<file path="config.mk">
export PLATFORM = sky130hd
export DESIGN_NAME = regfile_sb
export DESIGN_NICKNAME = d
export VERILOG_FILES = /design/src/rtl/regfile_sb.sv
export SDC_FILE = /design/constraint.sdc
export NUM_CORES = 1
export LEC_CHECK = 0
export CORE_MARGIN = 3
export CORE_UTILIZATION = 35
export CTS_CLUSTER_DIAMETER = 100
export DETAILED_ROUTE_END_ITERATION = 8
export HOLD_SLACK_MARGIN = 0.15
export PLACE_DENSITY = 0.66
export SYNTH_ARGS = -nofsm -noshare
export SYNTH_HDL_FRONTEND = slang
export SYNTH_SLANG_ARGS = --single-unit
</file>
<file path="constraint.sdc">
create_clock -name clk_50 -period 2 [get_ports clk_50]
set_clock_uncertainty 0.15 [all_clocks]
set_input_delay 0.4 -clock clk_50 [delete_from_list [all_inputs] [get_ports clk_50]]
set_output_delay 0.4 -clock clk_50 [all_outputs]
set_load 0.01 [all_outputs]
</file>
<file path="src/rtl/regfile_sb.sv">
// Parametrised register file with write-back bypass and a per-register
// pending-write scoreboard used by decode for RAW detection and issue.
module regfile_sb #(
  parameter int DATA_W = 16,
  parameter int ADDR_W = 3,
  parameter int CNT_W  = 2,
  parameter int BYPASS = 1
) (
  input  logic              clk_50,
  input  logic              reset_n,
  input  logic              flush,
  input  logic [ADDR_W-1:0] sr1,
  input  logic [ADDR_W-1:0] sr2,
  output logic [DATA_W-1:0] sr1_out,
  output logic [DATA_W-1:0] sr2_out,
  output logic              sr1_busy,
  output logic              sr2_busy,
  input  logic              issue_valid,
  input  logic [ADDR_W-1:0] issue_dr,
  output logic              issue_stall,
  input  logic              ldreg,
  input  logic [ADDR_W-1:0] wb_dr,
  input  logic [DATA_W-1:0] wb_data,
  output logic              sb_err
);

  localparam int NREGS = 2**ADDR_W;
  localparam logic [CNT_W-1:0] CMAX = '1;
  localparam logic [CNT_W-1:0] CONE = CNT_W'(1);

  logic [DATA_W-1:0] r_regs [NREGS];
  logic [CNT_W-1:0]  r_cnt  [NREGS];
  logic              r_err;

  logic w_hit1;
  logic w_hit2;
  logic w_hiti;
  logic w_stall;

  assign w_hit1 = ldreg && (wb_dr == sr1);
  assign w_hit2 = ldreg && (wb_dr == sr2);
  assign w_hiti = ldreg && (wb_dr == issue_dr);

  // A write-back to a saturated register frees a slot this cycle.
  assign w_stall = issue_valid && (r_cnt[issue_dr] == CMAX) && !w_hiti;

  always_comb begin
    sr1_out     = '0;
    sr2_out     = '0;
    sr1_busy    = 1'b0;
    sr2_busy    = 1'b0;
    issue_stall = 1'b0;
    if (reset_n) begin
      sr1_out = (BYPASS != 0 && w_hit1) ? wb_data : r_regs[sr1];
      sr2_out = (BYPASS != 0 && w_hit2) ? wb_data : r_regs[sr2];
      sr1_busy = (r_cnt[sr1] > CONE) ||
                 (r_cnt[sr1] == CONE && !w_hit1);
      sr2_busy = (r_cnt[sr2] > CONE) ||
                 (r_cnt[sr2] == CONE && !w_hit2);
      issue_stall = w_stall;
    end
  end

  assign sb_err = r_err;

  always_ff @(posedge clk_50 or negedge reset_n) begin
    if (!reset_n) begin
      for (int i = 0; i < NREGS; i++) begin
        r_regs[i] <= '0;
        r_cnt[i]  <= '0;
      end
      r_err <= 1'b0;
    end else begin
      if (ldreg) r_regs[wb_dr] <= wb_data;
      if (ldreg && !flush && r_cnt[wb_dr] == '0) r_err <= 1'b1;
      for (int i = 0; i < NREGS; i++) begin
        logic v_inc;
        logic v_dec;
        v_inc = issue_valid && !w_stall &&
                (issue_dr == ADDR_W'(i));
        v_dec = ldreg && (wb_dr == ADDR_W'(i)) &&
                (r_cnt[i] != '0);
        if (flush) r_cnt[i] <= '0;
        else if (v_inc && !v_dec) r_cnt[i] <= r_cnt[i] + CONE;
        else if (v_dec && !v_inc) r_cnt[i] <= r_cnt[i] - CONE;
      end
    end
  end

endmodule

</file>
* Word level (Yosys, flattened, before mapping)
Index checks and enable logic that the tools add are counted.
** Word-level totals
- Register bits :: 145
- Output and inout port bits :: 36
** Operators by class
- Add/sub/neg operators :: 16
- Magnitude comparators :: 7
- Equal/unequal tests :: 20
- Muxes and demuxes :: 52
- Bitwise gates (word level) :: 4
- Reduce and logical (&&, ||, !) cells :: 93
** Operators by type and width (count)
- 2-to-1 mux 16 bit :: 9
- bitwise mux 128 bit :: 1
- binary-select mux 16 bit (select 3 bit) :: 2
- 2-to-1 mux 2 bit :: 32
- logical AND 1 bit :: 51
- demux 16 bit (select 3 bit) :: 1
- binary-select mux 2 bit (select 3 bit) :: 4
- == test 3 bit (second input constant) :: 8
- nonzero test 3 bit :: 8
- logical NOT 1 bit :: 21
- adder 2 x 1 -> 2 bit (second input constant) :: 8
- greater-or-equal comparator 4 bit (second input constant) :: 4
- inverter 3 -> 4 bit :: 4
- nonzero test 2 bit :: 8
- subtractor 2 x 1 -> 2 bit (second input constant) :: 8
- == test 3 x 2 -> 1 bit (second input constant) :: 4
- == test 3 bit :: 3
- == test 3 x 1 -> 1 bit (second input constant) :: 2
- logical NOT 3 bit :: 2
- == test 2 x 1 -> 1 bit (second input constant) :: 2
- greater-than comparator 2 x 1 -> 1 bit (second input constant) :: 2
- < comparator 4 x 1 -> 1 bit (second input constant) :: 1
- 2-to-1 mux 1 bit :: 3
- == test 2 bit (second input constant) :: 1
- 2 further kinds :: 3

* Longest topological paths before layout
- Depth in word-level cells :: 15
- Gate-level depth with buffers :: 8
- Gate-level depth less buffers :: 5

* Worst setup path after synthesis
OpenSTA, ideal clock, no wires.
- Kind :: in2out
- From :: input wb_dr[2]
- To :: output sr2_out[10]
- Arrival time :: 1.728 ns
- Data required time :: 1.450 ns
- Setup slack :: -0.278 ns
- Stages on the path :: 6
- Buffers on the path :: 3
- Path through :: buf_2 buf_2 xnor2_1 nand4_1 clkbuf_1 a211oi_1
** Between the ends
- Word-level cells in the longest chain between the ends :: 4
** RTL lines
- start, declared :: line 22 : input logic [ADDR_W-1:0] wb_dr,
- == test 3 bit :: line 41 : assign w_hit2 = ldreg && (wb_dr == sr2);
- logical AND 1 bit :: line 41
- 2-to-1 mux 16 bit :: line 55 : sr2_out = (BYPASS != 0 && w_hit2) ? wb_data : r_regs[sr2];
- 2-to-1 mux 16 bit :: line 53 : if (reset_n) begin
- end, declared :: line 15 : output logic [DATA_W-1:0] sr2_out,
No other way between the ends.

* Final worst setup path
- From :: register r_cnt[7] (netlist bit)
- To :: output sr1_busy
** Between the ends
- Word-level cells in the longest chain between the ends :: 7
- Elaborated cells between the ends (all ways) :: 8
- Those cells by class :: order compare (1); eq/ne (1); mux (4); reduce/logical (2)
** RTL lines
- start, declared :: line 32 : logic [CNT_W-1:0] r_cnt [NREGS];
- start signal, assigned by index :: line 84 : else if (v_inc && !v_dec) r_cnt[i] <= r_cnt[i] + CONE;
- start signal, assigned by index :: line 85 : else if (v_dec && !v_inc) r_cnt[i] <= r_cnt[i] - CONE;
- binary-select mux 2 bit (select 3 bit) (*) :: line 56, 57
- 2-to-1 mux 2 bit (implied by the code) (*) (2 in a row) :: line 56, 57
- == test 2 x 1 -> 1 bit :: line 57 : (r_cnt[sr1] == CONE && !w_hit1);
- logical AND 1 bit :: line 57
- logical OR 1 bit (*) :: line 56 : sr1_busy = (r_cnt[sr1] > CONE) ||
- 2-to-1 mux 1 bit (*) :: line 53
- end, declared :: line 16 : output logic sr1_busy,
Every way passes the cells marked *; elsewhere a longest branch is shown, timed or not. The select of a mux whose other input is x is not followed.

==> results.py <==
metrics = {
    "worst_setup_path": {
        "crit_fanout": 4,
        "path_class": "reg -> out",
        "rr_startpoint": "r_cnt[3]",
        "worstSetupEndpointType": "output port",
        "r2r_slack_ps": -320,
        "r2r_cells": 8,
        "cp-start-kind": "flop",
        "r2r-end": "r_cnt[6]",
        "cp.arrival_ps": 2010,
        "crit_required_ps": 1450,
    },
    "logic_synthesis": {
        "synth_flop_cell": "dfrtp_1",
        "synth_edf_count": 0,
        "seq_area_frac_synth_pct": 41.3,
        "syn_inst": 660,
        "synth_cell_type_count": 43,
        "syn_area_per_cell_um2": 13.3,
        "synth_nets": 693,
        "yosysWarnings": 0,
        "async_flop_share_pct": 100,
        "syn_area_um2": 8780,
        "yosys_register_bits": 145,
    },
    "power": {
        "power.net_switching_mw": 3.11,
        "swShare_pct": 30.4,
        "p_seq_share_pct": 38.5,
        "power.leakage_nw": 5.08,
        "p_clk_share_pct": 32.1,
        "ir_worst_vdd_uv": 372,
        "cellPowerDensity_nw_per_um2": 833,
        "p_int_mw": 7.12,
        "power.total_mw": 10.2,
        "p_comb_share_pct": 29.3,
    },
    "clocking": {
        "cts_tree": "yes",
        "cts_max_level": 4,
        "numCtsBuffers": 17,
        "cts_root_buf": "clkbuf_16",
        "clk_pin_slew_ps": 80,
        "cts_sinks": 145,
        "clk_path_buf_depth": 2,
        "clock_latency_ps": 430,
    },
    "placed_design": {
        "dpl_cell_area_um2": 11000,
        "gp_congestion": 0.829,
        "dp_cells": 1104,
        "port_buffers": 68,
        "hpwl_um": 16900,
    },
    "timing": {
        "rsz0062_at_grt": "true",
        "slew_headroom_pct": 52.2,
        "post-route-period-util_pct": 128,
        "setup_ws_ps": -556,
        "setup_viol": 49,
        "period_needed_ps": 2560,
        "fmax_ghz": 0.391,
        "tightest_slew_ps": 717,
        "hold_violations": 0,
        "drv_slew": 0,
    },
    "detailed_routing": {
        "wl_per_cell_um": 22.0,
        "wl_met3_um": 1300,
        "routed_wl_um": 25700,
        "via_per_inst": 5.50,
        "dr.pass1.iters": 4,
        "drc_errors": 0,
        "vias": 6430,
        "drt_iter0_drc": 452,
        "m1WireLength_um": 11700,
        "wl_met2_um": 12200,
        "top_layer_used": "met5",
        "final_antenna_net_count": 0,
    },
    "cells_and_area": {
        "design_area_um2": 12300,
        "syn2layout_area_growth_pct": 39.8,
        "final_util_pct": 50.2,
        "final_cells": 1170,
        "drive_above_1_share_pct": 63.1,
        "layout.nets": 866,
        "diodes": 0,
    },
    "floorplan": {
        "start_util_pct": 35.9,
        "die_h_um": 164,
        "die_area_um2": 27000,
        "die_x_um": 164,
        "core_um2": 24500,
        "num_rows": 57,
        "ios": 69,
    },
    "global_route": {
        "grt_usage_pct": 19.7,
        "grt-ovfl-total": 0,
        "antenna_found_initial": 1,
        "grt_pass1_vias": 6568,
        "grt_pass1_wl_um": 39700,
        "grt_max_degree": 77,
    },
    "job": {
        "drv_cap": 0,
    },
    "run_status": {
        "status": "finished, violations left",
        "violations": "negative setup slack",
    },
    "hold_path": {
        "hold_path.class": "in -> async",
    },
}
==> per-stage QoR <==
stage	setup slack (ps)	TNS, ps	hold WS, ps
global placement	-1080	-104510	183
detailed placement	-1100	-103490	179
finish	-556	-14390	285
CTS	-554	-13200	280
global route	-606	-17580	297
floorplan	-82.9	-1340	-45.6
==> synthesized netlist by cell type (all sizes together) (2+ instances only) <==
cell type  count  share of area, %
a211oi        33               2.9
a21oi         22               1.3
a221oi         2              0.20
and2          11              0.78
buf           53               3.8
clkbuf        14              0.61
dfrtp        145                41
inv            5              0.21
mux2         130                17
mux2i         33               3.8
mux4          73                19
nand2         10              0.43
nand3          4              0.23
nand4          4              0.36
nand4b         3              0.44
nor2          48               2.1
nor2b         10              0.71
nor3           4              0.23
nor3b          4              0.34
nor4bb         3              0.34
o211a          2              0.23
o21ai         15              0.86
o311a          2              0.23
or2            5              0.36
xnor2          9              0.90
xor2           8              0.80
==> repair_timing <==
item,4_1_cts,5_1_grt
endpoints found under the setup margin,101,105
pin swaps,29,24
gates cloned,4,1
resized for setup,240,35
hold buffers,1,0
endpoints found under the hold margin,21,0
setup buffers,19,14
==> power by group through the flow <==
| stage | registers, mW | clock network [mW] | logic, mW |
|---|---|---|---|
| global route | 4.01 | 3.48 | 3.19 |
| floorplan | 3.82 | 0 | 1.95 |
| global placement | 3.91 | 0 | 2.73 |
| finish | 3.94 | 3.29 | 3.00 |
| detailed placement | 3.97 | 0 | 2.79 |
| CTS | 3.92 | 3.34 | 2.96 |
==> cells by family (layout without fill, tap and decap cells) <==
logic type	Yosys count	count (layout)	share of synthesized area, %
simple gates	109	109	6.70
mux	236	236	39.3
compound gates	80	80	6.24
flops	145	145	41.3
buf+inv	73	259	4.70
xor+xnor	17	17	1.70
==> worst max path at each step <==
stage	slack, ps	from	endpoint	cells after the start
floorplan	-80	sr1[0]	sr1_out[10]	6
finish	-560	r_cnt[7]	sr1_busy	5
CTS	-550	r_cnt[3]	sr1_busy	5
global route	-610	r_cnt[3]	sr1_busy	5
detailed placement	-1100	wb_dr[2]	sr2_out[12]	8
global placement	-1080	wb_dr[2]	sr2_busy	7
==> state kept, by name, summed over array words and instances (netlist names) <==
register / count
sb_err: 1
r_cnt: 16
r_regs: 128
==> routing by layer <==
layer	vias to the layer above	global-route usage, %
met2	179	30.7
met5	-	0
li1	2847	-
met3	35	3.96
met1	3367	28.1
met4	2	5.95
==> layout by cell type, fill, tap and decap left out, types with 4 or more instances in the layout <==
cell	netlist	layout
a211oi_2	1	11
a211oi_4	0	21
a21oi_1	22	13
a21oi_4	0	6
and2_1	9	7
buf_12	0	26
buf_16	0	4
buf_2	25	40
buf_4	21	110
buf_6	3	12
buf_8	0	4
clkbuf_16	0	18
clkdlybuf4s50_1	0	22
dfrtp_1	145	143
inv_1	5	4
inv_8	0	5
mux2_2	130	130
mux2i_1	33	13
mux2i_2	0	8
mux2i_4	0	12
mux4_1	4	4
mux4_2	69	69
nand2_1	10	10
nand3_1	4	4
nor2_1	48	33
nor2_2	0	12
nor2b_1	10	10
nor3_1	4	4
nor3b_1	4	4
o21ai_0	15	8
o21ai_1	0	5
or2_4	0	4
xnor2_2	0	6
xor2_1	8	8
==> critical path, stage by stage (launching register included) <==
cell and delay (ps):
dfrtp_1 420, nor2_1 130, a211oi_1 290, o21ai_0 170, a221oi_2 380, buf_2 200
==> cell type report <==
type                       instances  area (um2)
clock buffer                      17         425
clock inverter                    15         186
fill                            2075       12200
inverter                           5        18.8
multi-input combinational        442        5490
sequential                       145        3630
tap                              324         405
timing repair buffer             222        2120
(Power assumes the default switching activity.)
